==> src/rtl/cmp_share_arb.sv <==
// cmp_share_arb: round-robin scheduler sharing one registered eq/lt/gt comparator among NREQ requesters.
// Build option: define CMP_SIGNED_EN to compare operands as two's-complement signed values.
module cmp_share_arb #(
    parameter int NREQ  = 4,
    parameter int WIDTH = 8
) (
    input  logic                  clk_i,
    input  logic                  rst_n_i,
    input  logic [NREQ-1:0]       req_i,
    input  logic [NREQ*WIDTH-1:0] a_in_i,
    input  logic [NREQ*WIDTH-1:0] b_in_i,
    output logic [NREQ-1:0]       gnt_o,
    output logic [NREQ-1:0]       ack_o,
    output logic                  res_eq_o,
    output logic                  res_lt_o,
    output logic                  res_gt_o,
    output logic                  busy_o
);
    localparam int IW  = $clog2(NREQ);
    localparam int IW1 = IW + 1;
    localparam logic [NREQ-1:0] ONE_HOT0 = NREQ'(1);

    typedef enum logic [1:0] {ST_IDLE, ST_GRANT, ST_RESULT} state_t;

    state_t           state_q, state_d;
    logic [IW-1:0]    ptr_q, ptr_d;
    logic [IW-1:0]    win_q, win_d;
    logic [NREQ-1:0]  gnt_q, gnt_d;
    logic [NREQ-1:0]  ack_q, ack_d;
    logic [WIDTH-1:0] a_q, a_d;
    logic [WIDTH-1:0] b_q, b_d;
    logic             eq_q, eq_d;
    logic             lt_q, lt_d;
    logic             gt_q, gt_d;

    logic [NREQ-1:0]  cand_c;
    logic             found_c;
    logic [IW-1:0]    pick_c;
    logic [IW1-1:0]   idx_c;
    logic [WIDTH-1:0] a_sel_c;
    logic [WIDTH-1:0] b_sel_c;
    logic             cmp_lt_c;
    logic             cmp_gt_c;

    // The requester acked this cycle may still hold req; it must not win back-to-back.
    assign cand_c = (state_q == ST_RESULT) ? (req_i & ~ack_q) : req_i;

    always_comb begin
        found_c = 1'b0;
        pick_c  = '0;
        idx_c   = '0;
        for (int k = 0; k < NREQ; k++) begin
            idx_c = {1'b0, ptr_q} + IW1'(k);
            if (idx_c >= IW1'(NREQ)) begin
                idx_c = idx_c - IW1'(NREQ);
            end
            if (!found_c && cand_c[idx_c[IW-1:0]]) begin
                found_c = 1'b1;
                pick_c  = idx_c[IW-1:0];
            end
        end
    end

    always_comb begin
        a_sel_c = '0;
        b_sel_c = '0;
        for (int k = 0; k < NREQ; k++) begin
            if (pick_c == IW'(k)) begin
                a_sel_c = a_in_i[k*WIDTH +: WIDTH];
                b_sel_c = b_in_i[k*WIDTH +: WIDTH];
            end
        end
    end

`ifdef CMP_SIGNED_EN
    assign cmp_lt_c = $signed(a_q) < $signed(b_q);
    assign cmp_gt_c = $signed(a_q) > $signed(b_q);
`else
    assign cmp_lt_c = a_q < b_q;
    assign cmp_gt_c = a_q > b_q;
`endif

    always_comb begin
        state_d = state_q;
        ptr_d   = ptr_q;
        win_d   = win_q;
        gnt_d   = '0;
        ack_d   = '0;
        a_d     = a_q;
        b_d     = b_q;
        eq_d    = eq_q;
        lt_d    = lt_q;
        gt_d    = gt_q;
        case (state_q)
            ST_IDLE, ST_RESULT: begin
                if (found_c) begin
                    state_d = ST_GRANT;
                    win_d   = pick_c;
                    gnt_d   = ONE_HOT0 << pick_c;
                    a_d     = a_sel_c;
                    b_d     = b_sel_c;
                end else begin
                    state_d = ST_IDLE;
                end
            end
            ST_GRANT: begin
                state_d = ST_RESULT;
                ack_d   = ONE_HOT0 << win_q;
                eq_d    = (a_q == b_q);
                lt_d    = cmp_lt_c;
                gt_d    = cmp_gt_c;
                ptr_d   = (win_q == IW'(NREQ - 1)) ? '0 : win_q + IW'(1);
            end
            default: state_d = ST_IDLE;
        endcase
    end

    always_ff @(posedge clk_i or negedge rst_n_i) begin
        if (!rst_n_i) begin
            state_q <= ST_IDLE;
            ptr_q   <= '0;
            win_q   <= '0;
            gnt_q   <= '0;
            ack_q   <= '0;
            a_q     <= '0;
            b_q     <= '0;
            eq_q    <= 1'b0;
            lt_q    <= 1'b0;
            gt_q    <= 1'b0;
        end else begin
            state_q <= state_d;
            ptr_q   <= ptr_d;
            win_q   <= win_d;
            gnt_q   <= gnt_d;
            ack_q   <= ack_d;
            a_q     <= a_d;
            b_q     <= b_d;
            eq_q    <= eq_d;
            lt_q    <= lt_d;
            gt_q    <= gt_d;
        end
    end

    assign gnt_o    = gnt_q;
    assign ack_o    = ack_q;
    assign res_eq_o = eq_q;
    assign res_lt_o = lt_q;
    assign res_gt_o = gt_q;
    assign busy_o   = (state_q != ST_IDLE);

endmodule

==> config.mk <==
export PLATFORM = sky130hd
export DESIGN_NAME = cmp_share_arb
export DESIGN_NICKNAME = d
export VERILOG_FILES = /design/src/rtl/cmp_share_arb.sv
export SDC_FILE = /design/constraint.sdc
export NUM_CORES = 1
export LEC_CHECK = 0
export CAP_MARGIN = 5
export CORE_UTILIZATION = 47
export DETAILED_ROUTE_END_ITERATION = 10
export GPL_TIMING_DRIVEN = 0
export PLACE_DENSITY = 0.89
export SYNTH_ARGS = -nofsm -noshare
export SYNTH_HDL_FRONTEND = slang
export SYNTH_SLANG_ARGS = --single-unit
==> constraint.sdc <==
create_clock -name clk_i -period 3 [get_ports clk_i]
set_input_delay 0.6 -clock clk_i [delete_from_list [all_inputs] [get_ports clk_i]]
set_output_delay 0.6 -clock clk_i [all_outputs]
set_load 0.02 [all_outputs]
==> flow_metrics.env, run 1 <==
export IMPL_cp_endpoint="a_q[7]"
export IMPL_fin_cells=365
export IMPL_synth_top_area_frac=0.4012
export IMPL_clock_sinks=33
export IMPL_p_leak_nw=1.355
export IMPL_synth_cells=226
export IMPL_fill_cells=312
export IMPL_grtUsageMet2=0.4301
export IMPL_critPathKind="primary input to flop"
export IMPL_grt_max_degree=34
export IMPL_rr_startpoint="state_q[0]"
export IMPL_grt_busiest_layer="met2"
export IMPL_drive_gt1_frac=0.08571
export IMPL_timing_fmax_mhz=400.2
export IMPL_reg2reg_depth=6
export IMPL_fin_tns_setup_ns=0
export IMPL_layout_setup_ws_ns=0.5013
export IMPL_die_w_um=68.18
export IMPL_vias_per_cell=5.847
export IMPL_finalCritPeriodShare=0.8329
export IMPL_cts_tree="yes"
export IMPL_worst_path_max_fanout=10
export IMPL_drc=0
export IMPL_synth_avg_cell_area_um2=9.107
export IMPL_status="finished, final reports clean"
export IMPL_grt_pass1_wl_mm=9.087
export IMPL_place_hpwl_mm=4.524
export IMPL_synth_top_area_cell="dfrtp_1"
export IMPL_cp_end_kind="flop"
export IMPL_timing_rr_end="a_q[7]"
export IMPL_synth_nets=308
export IMPL_hold_viol=0
export IMPL_grt_pass1_vias=2019
export IMPL_synth_edf_count=0
export IMPL_met1_usage=0.3553
export IMPL_antenna_found_initial=0
export IMPL_crit_arrival_ns=2.67
export IMPL_port_buffers=81
export IMPL_coreArea_um2=4115
export IMPL_slew_violations=0
export IMPL_placed_area_um2=2927
export IMPL_finalWirelength_mm=6.048
export IMPL_max_cap_violations=0
export IMPL_dp_cells=357
export IMPL_cts_setup_buffers=0
export IMPL_clock_tree_root_cell="clkbuf_8"
export IMPL_syn_area_um2=2058
export IMPL_slew_headroom=0.5202
export IMPL_vdd_drop_max_mv=0.4442
export IMPL_crit_path_start_kind="primary input"
export IMPL_clk_latency_ns=0.29
export IMPL_fin_worst_skew_ns=0.01162
export IMPL_initial_core_util=0.5002
export IMPL_ys_types=46
export IMPL_core_rowCount=23
export IMPL_synth_area_leaders="dfrtp_1 (40%), ha_1 (7.3%), nand2_1 (5.8%)"
export IMPL_cts_resized=0
export IMPL_firstDrtPassIters=4
export IMPL_seq_area_frac_synth=0.4012
export IMPL_htreeDepth=2
export IMPL_overflow=0
export IMPL_clk_pin_slew_ns=0.07
export IMPL_clk_path_buf_depth=2
export IMPL_synth_most_common_cell="dfrtp_1"
export IMPL_final_util=0.7394
export IMPL_cts_inserted_buffers=5
export IMPL_io_pins=82
export IMPL_die_area_um2=4648
export IMPL_ant_nets=0
export IMPL_area_delta_synth_final_pct=47.84
export IMPL_ys_ff_latch=33
export IMPL_async_flop_share=1.000
export IMPL_dp_slack_ns=0.2719
export IMPL_r2r_slack_ns=0.75
export IMPL_design_area_um2=3043
export IMPL_required_ns=3.17
export IMPL_gp_congestion=0.8788
export IMPL_cts_hold_buf=0
export IMPL_hold_path_class="primary input to async pin"
export IMPL_via_count=2134
export IMPL_die_h_um=68.18
export IMPL_crit_path_start="req_i[0]"
export IMPL_power_density_nw_per_um2=859.6
export IMPL_final_nets=396
export IMPL_setup_viol=0
export IMPL_rsz0062_at_grt="false"
export IMPL_antenna_cells=0
export IMPL_met3_usage=0.05333
export IMPL_synthFlopType="dfrtp_1"
export IMPL_ys_warn_count=0
export IMPL_drt_iter0_drc=178
export IMPL_tightest_slew_ns=0.7197
export IMPL_yosys_top_cells_count="dfrtp_1 (33), nand2_1 (32), inv_1 (16)"
export IMPL_track_usage=0.2699
export IMPL_fin_crit_ns=2.499
export IMPL_post_drt_wl_per_cell_um=16.57
[registers in the layout, indices dropped and copies added, names as in the netlist]
register,count
res_eq_o,1
win_q,2
state_q,2
ptr_q,2
a_q,8
gnt_o,4
b_q,8
res_gt_o,1
ack_o,4
res_lt_o,1
[worst min path at each step]
stage | from | to | slack [ns] | cells past startpoint
CTS | rst_n_i | b_q[6] | 0.40 | 1
finish | rst_n_i | gnt_o[1] | 0.37 | 1
detailed placement | res_lt_o | res_lt_o | 0.48 | 2
floorplan | rst_n_i | a_q[0] | 0.30 | 0
global route | rst_n_i | gnt_o[1] | 0.43 | 1
global placement | a_q[3] | a_q[3] | 0.47 | 2
[through the flow]
stage	power [mW]	hold WS, ns
6_report	2.616	0.3656
3_3_place_gp	2.104	0.4744
3_5_place_dp	2.159	0.4822
4_1_cts	2.610	0.3967
2_1_floorplan	1.676	0.3044
5_1_grt	2.795	0.4324
[placed cells by master (no fill, tap or decap), drive strengths merged, types with 2 or more instances in the layout]
cell,count
clkdlybuf4s50,80
dfrtp,33
nand2,33
o21ai,21
inv,17
nor2,14
ha,12
buf,10
a21oi,9
a22oi,9
o221ai,9
clkbuf,9
and3,7
o31ai,6
o22ai,5
and2,5
nand3b,4
a32oi,3
and3b,3
nand2b,2
nor2b,2
nand4,2
a21o,2
a31o,2
[cell type report]
class | instances | area [um2] | share of cell area
well taps | 50 | 62.56 | 0.02056
flip-flops and latches | 33 | 825.8 | 0.2714
multi-input cells | 165 | 1105 | 0.3631
repair buffers | 81 | 805.8 | 0.2648
clock inverters | 1 | 30.03 | 0.009868
clock buffers | 7 | 86.33 | 0.02837
inverters | 17 | 63.81 | 0.02097
plain buffers | 11 | 63.81 | 0.02097
[critical path, stage by stage]
cell	delay, ns
clkdlybuf4s50_1	0.59
a32oi_1	0.17
o211ai_1	0.44
clkbuf_1	0.43
a21oi_1	0.15
o31ai_1	0.29
[report_power, final]
group	switching [mW]	total (mW)	internal (mW)
Combinational	0.784	1.42	0.634
Sequential	0.126	0.763	0.637
Clock	0.163	0.433	0.271
Total	1.07	2.62	1.54
[layer usage]
metal  vias to the layer above  share of wire
li1                       1003              -
met5                         -              0
met1                      1023           0.43
met3                        14          0.057
met4                         0          0.020
met2                        94           0.49
[cell families (layout without fill, tap and decap cells)]
family          Yosys count  after routing  synth area share
fa+ha+maj                12             12           0.07295
flops                    33             33            0.4012
compound gates           77             77            0.2760
buf+inv                  28            117           0.06200
mux                       1              1          0.005471
simple gates             75             75            0.1824
No activity file was read; power rests on OpenSTA's default activity.
==> run 2: changes to the inputs <==
--- a/config.mk
+++ b/config.mk
@@ -6,10 +6,10 @@
 export NUM_CORES = 1
 export LEC_CHECK = 0
 export CAP_MARGIN = 5
-export CORE_UTILIZATION = 47
+export CORE_UTILIZATION = 44
 export DETAILED_ROUTE_END_ITERATION = 10
 export GPL_TIMING_DRIVEN = 0
-export PLACE_DENSITY = 0.89
+export PLACE_DENSITY = 0.84
 export SYNTH_ARGS = -nofsm -noshare
 export SYNTH_HDL_FRONTEND = slang
 export SYNTH_SLANG_ARGS = --single-unit
==> constraint.sdc (replaced) <==
create_clock -name clk_i -period 2.6 [get_ports clk_i]
set_input_delay 0.52 -clock clk_i [delete_from_list [all_inputs] [get_ports clk_i]]
set_output_delay 0.52 -clock clk_i [all_outputs]
set_load 0.02 [all_outputs]
==> run 2 against run 1 <==
Hold slack worse by 0.086 ns. Die area is 6.6% higher. Sequential share of layout area up 0.25 points.
==> flow_metrics.env, run 2 (synthesis gave the netlist of run 1 again) <==
export IMPL_dp_cells=359
export IMPL_p_leak_nw=1.340
export IMPL_hold_viol=0
export IMPL_vias_per_cell=5.542
export IMPL_swShare=0.4265
export IMPL_path_cells="clkdlybuf4s50_1, a32oi_1, o211ai_1, clkbuf_1, a21oi_1, o31ai_1"
export IMPL_die_w_um=70.40
export IMPL_hold_path_class="primary input to async pin"
export IMPL_clock_tree_root_cell="clkbuf_8"
export IMPL_antenna_found_initial=0
export IMPL_cts_setup_buffers=0
export IMPL_fin_crit_ns=2.333
export IMPL_slew_violations=0
export IMPL_antenna_cells=0
export IMPL_finalCritPeriodShare=0.8971
export IMPL_gp_congestion=0.8260
export IMPL_clk_latency_ns=0.29
export IMPL_fin_hold_ws_ns=0.2800
export IMPL_cts_inserted_buffers=5
export IMPL_cts_tree="yes"
export IMPL_cts_resized=0
export IMPL_worst_path_max_fanout=10
export IMPL_path_buf_inv=2
export IMPL_grt_max_degree=34
export IMPL_htreeDepth=2
export IMPL_slowest_delay_ns=0.59
export IMPL_slew_headroom=0.5179
export IMPL_via_count=2034
export IMPL_p_switching_mw=1.229
export IMPL_clk_path_buf_depth=2
export IMPL_track_usage=0.2531
export IMPL_crit_family="buffers and inverters"
export IMPL_p_int_mw=1.653
export IMPL_p_comb_frac=0.560
export IMPL_crit_arrival_ns=2.52
export IMPL_core_rowCount=24
export IMPL_timing_fmax_mhz=428.7
export IMPL_fin_tns_setup_ns=0
export IMPL_area_delta_synth_final_pct=46.50
export IMPL_tightest_slew_ns=0.7231
export IMPL_critPathKind="primary input to flop"
export IMPL_fin_cells=367
export IMPL_final_common_cell="clkdlybuf4s50_1"
export IMPL_drt_iter0_drc=80
export IMPL_drive_gt1_frac=0.08889
export IMPL_status="finished, final reports clean"
export IMPL_fill_cells=370
export IMPL_max_cap_violations=0
export IMPL_rsz0062_at_grt="false"
export IMPL_setup_viol=0
export IMPL_initial_core_util=0.4663
export IMPL_fin_worst_skew_ns=0.008001
export IMPL_slowest_stage="clkdlybuf4s50_1"
export IMPL_coreArea_um2=4414
export IMPL_place_hpwl_mm=4.487
export IMPL_post_drt_wl_per_cell_um=16.06
export IMPL_port_buffers=81
export IMPL_finalWirelength_mm=5.894
export IMPL_firstDrtPassIters=4
export IMPL_cts_hold_buf=0
export IMPL_grt_pass1_wl_mm=9.777
export IMPL_overflow=0
export IMPL_grt_pass1_vias=2049
export IMPL_layout_setup_ws_ns=0.2675
export IMPL_seqPwrFrac=0.307
export IMPL_ant_nets=0
export IMPL_final_nets=396
export IMPL_die_area_um2=4955
export IMPL_crit_path_start_kind="primary input"
export IMPL_cp_end_kind="flop"
export IMPL_seqCellArea_um2=825.8
export IMPL_io_pins=82
export IMPL_power_share_clock=0.133
export IMPL_vdd_drop_max_mv=0.7360
export IMPL_final_cell_mix="clkdlybuf4s50_1 (80), dfrtp_1 (33), nand2_1 (32), inv_1 (16)"
export IMPL_required_ns=2.79
export IMPL_power_density_nw_per_um2=955.8
export IMPL_clk_pin_slew_ns=0.08
export IMPL_drc=0
export IMPL_reg_largest_list="a_q: 8 flops, b_q: 8 flops"
export IMPL_clock_sinks=33
export IMPL_die_h_um=70.40
export IMPL_multi_input_area_um2=1105
export IMPL_dp_slack_ns=-0.02282
==> run 2: power groups by stage <==
stage / Clock [mW] / Combinational (mW) / Sequential (mW)
6_report: 0.384 / 1.61 / 0.883
5_1_grt: 0.418 / 1.80 / 0.907
4_1_cts: 0.390 / 1.62 / 0.879
3_5_place_dp: 0 / 1.60 / 0.889
3_3_place_gp: 0 / 1.55 / 0.880
2_1_floorplan: 0 / 1.02 / 0.913
==> run 2: metal layers <==
metal | up-vias | GRT usage | part of all wire
li1 | 999 | - | -
met5 | - | 0 | 0
met4 | 0 | 0.07778 | 0.014
met3 | 10 | 0.06494 | 0.067
met2 | 75 | 0.4074 | 0.49
met1 | 950 | 0.3321 | 0.43
==> run 2: worst reg2reg max path, stage by stage (launching register included) <==
cell,delay (ns)
dfrtp_1,0.46
and3b_1,0.33
o21ai_1,0.09
o211ai_1,0.43
clkbuf_1,0.42
a21oi_1,0.13
o31ai_1,0.26
==> run 2: metrics by stage <==
stage	power, mW	utilization	cell area (um2)
finish	2.882	0.6831	3015
global route	3.122	0.6831	3015
CTS	2.889	0.6831	3015
detailed placement	2.485	0.6635	2929
global placement	2.432	0.6647	2934
floorplan	1.934	-	2058
==> run 2: final cells by class <==
class / instances / area share
clock buffers: 5 / 0.02282
repair buffers: 81 / 0.2672
inverters: 17 / 0.02116
flip-flops and latches: 33 / 0.2739
multi-input cells: 165 / 0.3664
plain buffers: 11 / 0.02116
clock inverters: 3 / 0.005809
well taps: 52 / 0.02158
==> run 2: final timing paths <==
| check | start | to | slack (ns) | cells after the start |
|---|---|---|---|---|
| setup / recovery | req_i[0] | a_q[7] | 0.27 | 6 |
| hold / removal | rst_n_i | ack_o[3] | 0.28 | 1 |
| setup reg to reg | state_q[0] | a_q[7] | 0.38 | 6 |
| hold reg to reg | res_lt_o | res_lt_o | 0.49 | 2 |
| max in group asynchronous | rst_n_i | gnt_o[0] | 1.85 | 1 |
| min in group clk_i | res_lt_o | res_lt_o | 0.49 | 2 |
==> run 3: changes to the inputs <==
--- a/config.mk
+++ b/config.mk
@@ -9,6 +9,7 @@
 export CORE_UTILIZATION = 44
 export DETAILED_ROUTE_END_ITERATION = 10
 export GPL_TIMING_DRIVEN = 0
+export HOLD_SLACK_MARGIN = 0.08
 export PLACE_DENSITY = 0.84
 export SYNTH_ARGS = -nofsm -noshare
 export SYNTH_HDL_FRONTEND = slang
==> results of run 3 <==
Final layout, timing and power as in run 2 (identical DEF).
